File: src/rtl/mac_unit_core_pkg.sv
// -----------------------------------------------------------------------------
// mac_unit_core_pkg
// Shared widths and the full-adder cell used by the accumulator adder.
//   OPERAND_W : width of the a/b operands
//   PRODUCT_W : width of the a*b product and of the bypass addend
//   ACC_W     : width of the wrapping accumulator
// -----------------------------------------------------------------------------
package mac_unit_core_pkg;

    localparam int OPERAND_W = 2;
    localparam int PRODUCT_W = 4;
    localparam int ACC_W     = 8;

    // Full-adder cell, split into its sum and carry halves so the final
    // stage of the ripple chain can use only the sum (the carry-out of the
    // accumulator is discarded because the accumulator wraps silently).
    function automatic logic fa_sum(input logic x, input logic y, input logic cin);
        return x ^ y ^ cin;
    endfunction

    function automatic logic fa_carry(input logic x, input logic y, input logic cin);
        return (x & y) | (x & cin) | (y & cin);
    endfunction

endpackage

File: src/rtl/mac_unit_core_multiplier_2x2.sv
// -----------------------------------------------------------------------------
// multiplier_2x2
// Purely combinational 2-bit x 2-bit unsigned multiplier built as an AND
// array with two half adders.
//   a : 2-bit multiplicand
//   b : 2-bit multiplier
//   p : 4-bit product (0..9)
// -----------------------------------------------------------------------------
module multiplier_2x2
    import mac_unit_core_pkg::*;
(
    input  logic [OPERAND_W-1:0] a,
    input  logic [OPERAND_W-1:0] b,
    output logic [PRODUCT_W-1:0] p
);

    logic pp_a1b0;
    logic pp_a0b1;
    logic pp_a1b1;
    logic carry_col1;

    assign pp_a1b0 = a[1] & b[0];
    assign pp_a0b1 = a[0] & b[1];
    assign pp_a1b1 = a[1] & b[1];

    // Column 0: single partial product.
    assign p[0] = a[0] & b[0];

    // Column 1: half adder of the two cross terms.
    assign p[1]       = pp_a1b0 ^ pp_a0b1;
    assign carry_col1 = pp_a1b0 & pp_a0b1;

    // Column 2/3: half adder of a1b1 with the column-1 carry.
    assign p[2] = pp_a1b1 ^ carry_col1;
    assign p[3] = pp_a1b1 & carry_col1;

endmodule

File: src/rtl/mac_unit_core.sv
// -----------------------------------------------------------------------------
// mac_unit_core
// Multiply-accumulate leaf: every rising clk edge adds either a*b or the
// bypass addend zero_input to an 8-bit wrapping accumulator.
//   clk        : system clock, rising edge
//   reset      : asynchronous active-low clear of the accumulator
//   enable     : 1 -> addend is a*b, 0 -> addend is zero_input
//   a, b       : 2-bit unsigned operands
//   zero_input : 4-bit bypass addend (normally 0 so the accumulator holds)
//   out        : registered accumulator value
// -----------------------------------------------------------------------------
module mac_unit_core
    import mac_unit_core_pkg::*;
(
    input  logic                 clk,
    input  logic                 reset,
    input  logic                 enable,
    input  logic [OPERAND_W-1:0] a,
    input  logic [OPERAND_W-1:0] b,
    input  logic [PRODUCT_W-1:0] zero_input,
    output logic [ACC_W-1:0]     out
);

    logic [PRODUCT_W-1:0] product;
    logic [PRODUCT_W-1:0] addend_narrow;
    logic [ACC_W-1:0]     addend;
    logic [ACC_W-1:0]     sum_next;
    logic [ACC_W-1:0]     carry;
    logic [ACC_W-1:0]     acc_reg;

    multiplier_2x2 u_multiplier (
        .a (a),
        .b (b),
        .p (product)
    );

    // 4-bit 2:1 selector, one bit slice per position.
    generate
        for (genvar gi = 0; gi < PRODUCT_W; gi++) begin : g_mux
            assign addend_narrow[gi] = enable ? product[gi] : zero_input[gi];
        end
    endgenerate

    assign addend = {{(ACC_W-PRODUCT_W){1'b0}}, addend_narrow};

    // 8-bit ripple-carry adder. The carry out of the top bit is dropped,
    // which gives the mod-256 wrap.
    assign carry[0] = 1'b0;
    generate
        for (genvar gi = 0; gi < ACC_W; gi++) begin : g_adder
            assign sum_next[gi] = fa_sum(acc_reg[gi], addend[gi], carry[gi]);
            if (gi < ACC_W-1) begin : g_carry
                assign carry[gi+1] = fa_carry(acc_reg[gi], addend[gi], carry[gi]);
            end
        end
    endgenerate

    // Accumulator: one async-clear D flip-flop per bit.
    generate
        for (genvar gi = 0; gi < ACC_W; gi++) begin : g_acc
            always_ff @(posedge clk or negedge reset) begin
                if (!reset) begin
                    acc_reg[gi] <= 1'b0;
                end else begin
                    acc_reg[gi] <= sum_next[gi];
                end
            end
        end
    endgenerate

    assign out = acc_reg;

endmodule

File: config.mk
export PLATFORM = sky130hd
export DESIGN_NAME = mac_unit_core
export DESIGN_NICKNAME = d
export VERILOG_FILES = /design/src/rtl/mac_unit_core_pkg.sv /design/src/rtl/mac_unit_core_multiplier_2x2.sv /design/src/rtl/mac_unit_core.sv
export SDC_FILE = /design/constraint.sdc
export NUM_CORES = 1
export LEC_CHECK = 0
export CORE_MARGIN = 1
export CORE_UTILIZATION = 25
export DETAILED_ROUTE_END_ITERATION = 12
export GPL_TIMING_DRIVEN = 0
export SYNTH_ARGS = -nofsm -noshare
export SYNTH_HDL_FRONTEND = slang
export SYNTH_SLANG_ARGS = --single-unit
File: constraint.sdc
create_clock -name clk -period 2.6 [get_ports clk]
set_clock_uncertainty 0.05 [all_clocks]
set_input_delay 0.52 -clock clk [delete_from_list [all_inputs] [get_ports clk]]
set_output_delay 0.52 -clock clk [all_outputs]
set_load 0.03 [all_outputs]
Word level (Yosys, flattened, before mapping)
Index checks and enable logic that the tools add are counted.

Mux-type cells: 4. Bitwise gates (word level): 38.

Operators by type and width (number): bitwise AND 1 bit (19); bitwise XOR 1 bit (13); bitwise OR 1 bit (6); 2-to-1 mux 1 bit (4).

Flip-flop bits (word level): 8. Word-level logic and storage cells: 50. Input port bits: 11.

Longest topological paths before layout
Gate-level depths: netlist (run 1).

Depth in word-level cells: 16. Mapped depth: 12.

By module
From an unflattened synthesis (run 1), not the netlist that was laid out.

Cells, all modules: 26. Area total of the unflattened synthesis: 414.1 µm².

By module, submodules not included: mac_unit_core (area each 364.1 µm², cells an instance 20, instances 1); multiplier_2x2 (area each 50.0 µm², cells an instance 6, instances 1).

Worst setup path after synthesis (run 1)
No wires, ideal clock.

Path type: input to register. Start point: input port b[0]. End point: register acc_reg[7], in the netlist out[7]. Data required time: 2.411 ns. Data arrival time: 2.863 ns. Stages: 12. Path buffers: 0. Slack: -0.452 ns. Path through: and2_1 > ha_1 > mux2_2 > fa_1 > inv_1 > fa_1 > inv_1 > fa_1 > ha_1 > ha_1 > ha_1 > xor2_1.

Word-level cells in the longest chain between the ends: 16. Elaborated cells between the ends (all ways): 30.

Ends and longest elaborated chain: start: declaration (line mac_unit_core.sv:19) `input logic [OPERAND_W-1:0] b,`; bitwise AND 1 bit (on tied branches) (line mac_unit_core_multiplier_2x2.sv:22, mac_unit_core_multiplier_2x2.sv:27); bitwise XOR 1 bit or 2-to-1 mux 1 bit (tied branches) (line mac_unit_core_multiplier_2x2.sv:30, mac_unit_core.sv:40); 2-to-1 mux 1 bit or bitwise AND 1 bit (tied branches) (line mac_unit_core.sv:40, mac_unit_core_pkg.sv:22); bitwise AND 1 bit (line mac_unit_core_pkg.sv:22) `return (x & y) | (x & cin) | (y & cin);`; bitwise OR 1 bit (2 in a row) (line mac_unit_core_pkg.sv:22); bitwise AND 1 bit (line mac_unit_core_pkg.sv:22); bitwise OR 1 bit (2 in a row) (line mac_unit_core_pkg.sv:22); bitwise AND 1 bit (line mac_unit_core_pkg.sv:22); bitwise OR 1 bit (line mac_unit_core_pkg.sv:22); bitwise OR 1 bit (*) (line mac_unit_core_pkg.sv:22); bitwise AND 1 bit (*) (3 in a row) (line mac_unit_core_pkg.sv:22); bitwise XOR 1 bit (*) (line mac_unit_core_pkg.sv:18) `return x ^ y ^ cin;`; net sum_next[7] (line mac_unit_core.sv:27) `logic [ACC_W-1:0] sum_next;`; end signal: indexed assignment (line mac_unit_core.sv:65) `acc_reg[gi] <= sum_next[gi];`; end: declaration (line mac_unit_core.sv:29) `logic [ACC_W-1:0] acc_reg;`.

Mark *: on every way through the listed nets, which the timed path passes. The rest lies on a longest branch.

Worst setup path after layout (run 1)
Same ends and word-level chain as after synthesis.

==> results of run 1 <==
==> path summary, 6_finish.rpt <==
| kind | from | to | cells after the start | slack [ps] |
|---|---|---|---|---|
| max reg2reg | out[0] | out[7] | 10 | 300 |
| max | b[0] | out[7] | 13 | -120 |
| min in group asynchronous | reset | out[5] | 1 | 500 |
| min reg2reg | out[7] | out[7] | 1 | 410 |
| max in group asynchronous | reset | out[0] | 1 | 1740 |
| min | out[7] | out[7] | 1 | 410 |
==> cell type report <==
class                   instances  share of cell area [%]
inverters                       5                    2.64
multi-input cells              18                    38.5
repair buffers                 18                    24.8
flip-flops and latches          8                    28.1
well taps                      16                    2.81
clock buffers                   3                    3.16
==> layer usage <==
metal | up-vias | share of wire [%] | wire, um | GRT usage [%]
met5 | - | 0 | 0 | 0
met4 | 0 | 0 | 0 | 3.64
met3 | 0 | 8.5 | 62 | 2.98
met2 | 13 | 49 | 359 | 15.2
met1 | 149 | 42 | 309 | 11.5
li1 | 141 | - | - | -
==> report_power, final <==
part	switching (mW)	internal [mW]	total [mW]
registers	0.0532	0.194	0.247
logic	0.229	0.201	0.430
clock network	0.0377	0.0525	0.0902
total	0.320	0.447	0.767
==> cell usage in the layout (no fill, tap or decap), drive strengths merged <==
cell type,Yosys,layout
clkbuf,0,4
buf,0,4
xor2,1,1
o21ai,1,1
mux2i,1,1
dlymetal6s2s,0,1
inv,5,5
clkdlybuf4s50,0,12
nand3,1,1
mux2,2,2
dfrtp,8,8
ha,6,6
fa,3,3
and2,3,3
==> what timing repair did <==
item	CTS	global route
pin swaps	9	9
gates resized for setup	19	6
endpoints found under the setup margin	5	3
buffers inserted	0	0
gates cloned	0	0
==> stage by stage <==
| stage | worst slack, ps | power [mW] |
|---|---|---|
| floorplan | -263 | 0.500 |
| global placement | -760 | 0.680 |
| detailed placement | -775 | 0.687 |
| CTS | -212 | 0.787 |
| global route | -167 | 0.837 |
| finish | -121 | 0.767 |
==> cells by family (layout without fill, tap and decap cells) <==
logic type | Yosys count | after routing | share of synthesized area, %
buffers and inverters | 5 | 26 | 4.43
muxes | 3 | 3 | 7.67
adders and majority gates | 9 | 9 | 31.9
AOI/OAI and AO/OA | 1 | 1 | 1.18
xor gates and xnor gates | 1 | 1 | 2.07
DFF | 8 | 8 | 47.2
and+or+nand+nor | 4 | 4 | 5.60
==> impl_metrics.toml, run 1 <==
[global_routing]
grt_usage_pct = 9.39
grt_pass1_vias = 332
grt_pass1_wl_mm = 1.30
grt-ovfl-total = 0
antenna_found_initial = 0
grt_max_degree = 9

[cells_and_area]
largest_reg_flops = 8
drive_above_1_share_pct = 42.3
regArea_sq_um = 200
fillers = 151
utilization_pct = 46.2
area_delta_synth_final_pct = 67.8
nNetsFinal = 74
final_cell_count_no_fill = 68
antennaDiodeCount = 0
multi_input_area_sq_um = 274
finalInstanceArea_sq_um = 712

[setup_path]
worstSetupPathType = "in2reg"
cp_slowest_cell = "fa_2"
critPathCaptureType = "flop"
worstPathCellList = "buf_6 -> and2_4 -> ha_4 -> mux2_4 -> fa_2 -> inv_2 -> fa_2 -> inv_2 -> fa_2 -> ha_4 -> ha_4 -> ha_4 -> xor2_1"
cp_num_buf_inv = 3
arrival_ps = 2800
required_ps = 2680
cp_common_cell = "ha_4"
critical_path.max_stage_delay_ps = 340
critPathMaxFanout = 2
cp_top_family = "adder cells"
startpoint_type = "primary input"

[clock_tree]
cts_tree = "done"
cts_sinks = 8
path_clk_slew_ps = 50
clockRootBuffer = "clkbuf_4"
cts_buffers = 3
clock_tree.buffer_depth = 2
htree_levels = 1
worstSkewPairLatency_ps = 240
holdBufCountCts = 0

[yosys]
synth_flop_cell = "dfrtp_1"
synth_most_common_cell = "dfrtp_1"
syn-num-nets = 51
synth_seq_cells = 8
synth_top_cell_by_area = "dfrtp_1"
async_reset_ff_share_pct = 100
ys_seq_area_share_pct = 47.2
syn_area_sq_um = 424
yosys-top-cells-count = "dfrtp_1, ha_1, inv_1, and2_1, fa_1"
syn_inst = 31
yosysWarnings = 0
synth_edf_count = 0
synth_top_area_share_pct = 47.2
ys_top_cells_by_area = "dfrtp_1, ha_1, fa_1"
syn_area_per_cell_sq_um = 13.7
synth.distinct_cells = 10

[die]
fp.dieW_um = 43.2
dieArea_sq_mm = 0.00187
coreArea_sq_mm = 0.00154
num_io_pins = 19
num_rows = 14
die_h_um = 43.2
initial_core_util_pct = 27.5

[routing]
drc = 0
drt-wirelength-per-cell_um = 10.8
drt-initial-drc-count = 1
dr.pass1.iters = 3
ant_nets = 0
viasPerCell = 4.46
wl_um = 732
vias = 303

[run_status]
violations = "setup timing"
run_status = "complete, but fails checks"

[run]
max_cap_violations = 0

[placement]
dp_hpwl_um = 617
place_congestion = 0.652
io_buffers = 18
postPlaceCellArea_sq_um = 691
place_inst = 65

[timing]
relSlewSlack_pct = 76.5
fin_crit_ps = 2720
hold_slack_ps = 414
final_max_slew_viol_count = 0
tightest_slew_ps = 351
finalCritPeriodShare_pct = 105
finalSetupViolCount = 2
finalWorstSetupSlack_ps = -121
rsz0062_at_grt = "true"
fin_tns_setup_ps = -162
max_freq_mhz = 368
final_hold_viol_count = 0

[min_path]
worstHoldPathType = "reg2reg"

[power_and_ir_drop]
power.leakage_nw = 0.326
ir_worst_vdd_mv = 0.521
powerDensity_mw_per_mm2 = 1080
Note: power is estimated with default switching activity, not from simulation.
==> run 2, diff against run 1 <==
- CORE_AREA: unset -> 2 2 39 41
- CORE_MARGIN: 1 -> unset
- CORE_UTILIZATION: 25 -> unset
- DIE_AREA: unset -> 0 0 41 43
==> impl_metrics.toml, run 2 (same netlist as run 1, synthesis figures left out) <==
[setup_path]
worstSetupPathType = "in2reg"
cp_top_family = "adder cells"
critical_path.max_stage_delay_ps = 340
cp_num_buf_inv = 3
arrival_ps = 2820
cp_slowest_cell = "fa_2"
worstPathCellList = "buf_6 -> and2_4 -> ha_4 -> mux2_4 -> fa_2 -> inv_2 -> fa_2 -> inv_2 -> fa_2 -> ha_4 -> ha_4 -> ha_4 -> xor2_1"
cp_common_cell = "ha_4"
critPathMaxFanout = 2
startpoint_type = "primary input"
required_ps = 2680
critPathCaptureType = "flop"

[power_and_ir_drop]
power_frac_clock_pct = 11.9
powerDensity_mw_per_mm2 = 1070
power_frac_comb_pct = 56.0
internal_power_uw = 448
p_seq_share_pct = 32.1
power.leakage_nw = 0.332
power.net_switching_uw = 324
ir_worst_vdd_mv = 0.567
sw_frac_of_total_pct = 42.0
power.total_uw = 771

[timing]
fin_crit_ps = 2740
finalCritPeriodShare_pct = 105
rsz0062_at_grt = "true"
fin_tns_setup_ps = -200
final_hold_viol_count = 0
max_freq_mhz = 365
finalSetupViolCount = 2
hold_slack_ps = 419
final_max_slew_viol_count = 0
relSlewSlack_pct = 75.5
tightest_slew_ps = 367
finalWorstSetupSlack_ps = -141

[die]
fp.dieW_um = 41
num_rows = 14
die_h_um = 43
dieArea_sq_mm = 0.00176
num_io_pins = 19
coreArea_sq_mm = 0.00138
initial_core_util_pct = 30.7

[cells_and_area]
final_cell_count_no_fill = 69
nNetsFinal = 75
final_cell_mix = "clkdlybuf4s50_1, dfrtp_1, ha_4"
drive_above_1_share_pct = 43.4
antennaDiodeCount = 0
multi_input_area_sq_um = 278
regArea_sq_um = 200
area_delta_synth_final_pct = 69.9
largest_reg_flops = 8
final_common_cell = "clkdlybuf4s50_1"
fillers = 122

[run_status]
run_status = "complete, but fails checks"
violations = "setup timing"

[global_routing]
grt_pass1_wl_mm = 1.46
grt_pass1_vias = 330
grt_max_degree = 9
grt_usage_pct = 12.5
grt-ovfl-total = 0
antenna_found_initial = 0

[routing]
viasPerCell = 4.29
wl_um = 845
drc = 0
ant_nets = 0
drt-wirelength-per-cell_um = 12.2
dr.pass1.iters = 1
vias = 296
drt-initial-drc-count = 0

[clock_tree]
cts_sinks = 8
worstSkewPairLatency_ps = 250
cts_tree = "done"
clock_tree.buffer_depth = 2
cts_buffers = 3
htree_levels = 1
path_clk_slew_ps = 50
clockRootBuffer = "clkbuf_4"
holdBufCountCts = 0

[placement]
io_buffers = 18
place_inst = 65
place_congestion = 0.683
dp_worst_setup_slack_ps = -788

[run]
max_cap_violations = 0

[min_path]
worstHoldPathType = "reg2reg"
[run 2: changes by cell type in the layout (fill, tap and decap cells not counted), sizes merged]
| cell | delta |
|---|---|
| dlygate4sd2 | +1 |
| buf | +1 |
| clkbuf | -1 |
[run 2: what timing repair did]
action | 4_1_cts | 5_1_grt
resized for setup | 17 | 5
endpoints found under the setup margin | 5 | 3
hold endpoints to repair | 0 | 0
pin swaps | 7 | 5
setup buffers | 1 | 0
[run 2: power by group through the flow]
stage	sequential [mW]	clock [mW]	combinational, mW
6_report	0.248	0.0920	0.432
5_1_grt	0.256	0.107	0.478
4_1_cts	0.249	0.0981	0.442
3_5_place_dp	0.252	0	0.438
3_3_place_gp	0.247	0	0.426
2_1_floorplan	0.378	0	0.123
[run 2: cell type report]
class                           instances  share of cell area, %
Sequential cell                         8                   27.8
Multi-Input combinational cell         18                   38.5
Clock buffer                            3                   3.13
Tap cell                               16                   2.78
Inverter                                5                   2.60
Timing Repair Buffer                   19                   25.2
[run 2: per-layer routing]
metal	vias up	global-route usage, %	part of all wire, %
met5	-	0	0
met4	0	4.00	0
met2	7	20.9	60
met1	143	14.8	36
met3	0	3.14	4.1
li1	146	-	-
[run 2: per-stage QoR]
stage          util (%)  instance area, sq um
6_report           52.1                   721
5_1_grt            52.1                   721
4_1_cts            51.0                   706
3_5_place_dp       49.9                   691
3_3_place_gp       49.9                   691
2_1_floorplan         -                   490
[run 2: final timing paths]
check                            start      to  slack [ps]  cells after the start
worst max-delay path              a[1]  out[7]        -140                     13
worst min-delay path            out[7]  out[7]         420                      1
worst max register to register  out[0]  out[7]         280                     10
worst min register to register  out[7]  out[7]         420                      1
max in group asynchronous        reset  out[1]        1730                      1
min in group asynchronous        reset  out[4]         500                      1
[run 2: worst reg2reg max path, cell delays in order (launching register included)]
cell	delay (ps)
dfrtp_1	380
ha_2	180
fa_2	350
inv_2	60
fa_2	180
inv_2	40
fa_2	340
ha_4	170
ha_4	150
ha_4	150
xor2_1	150
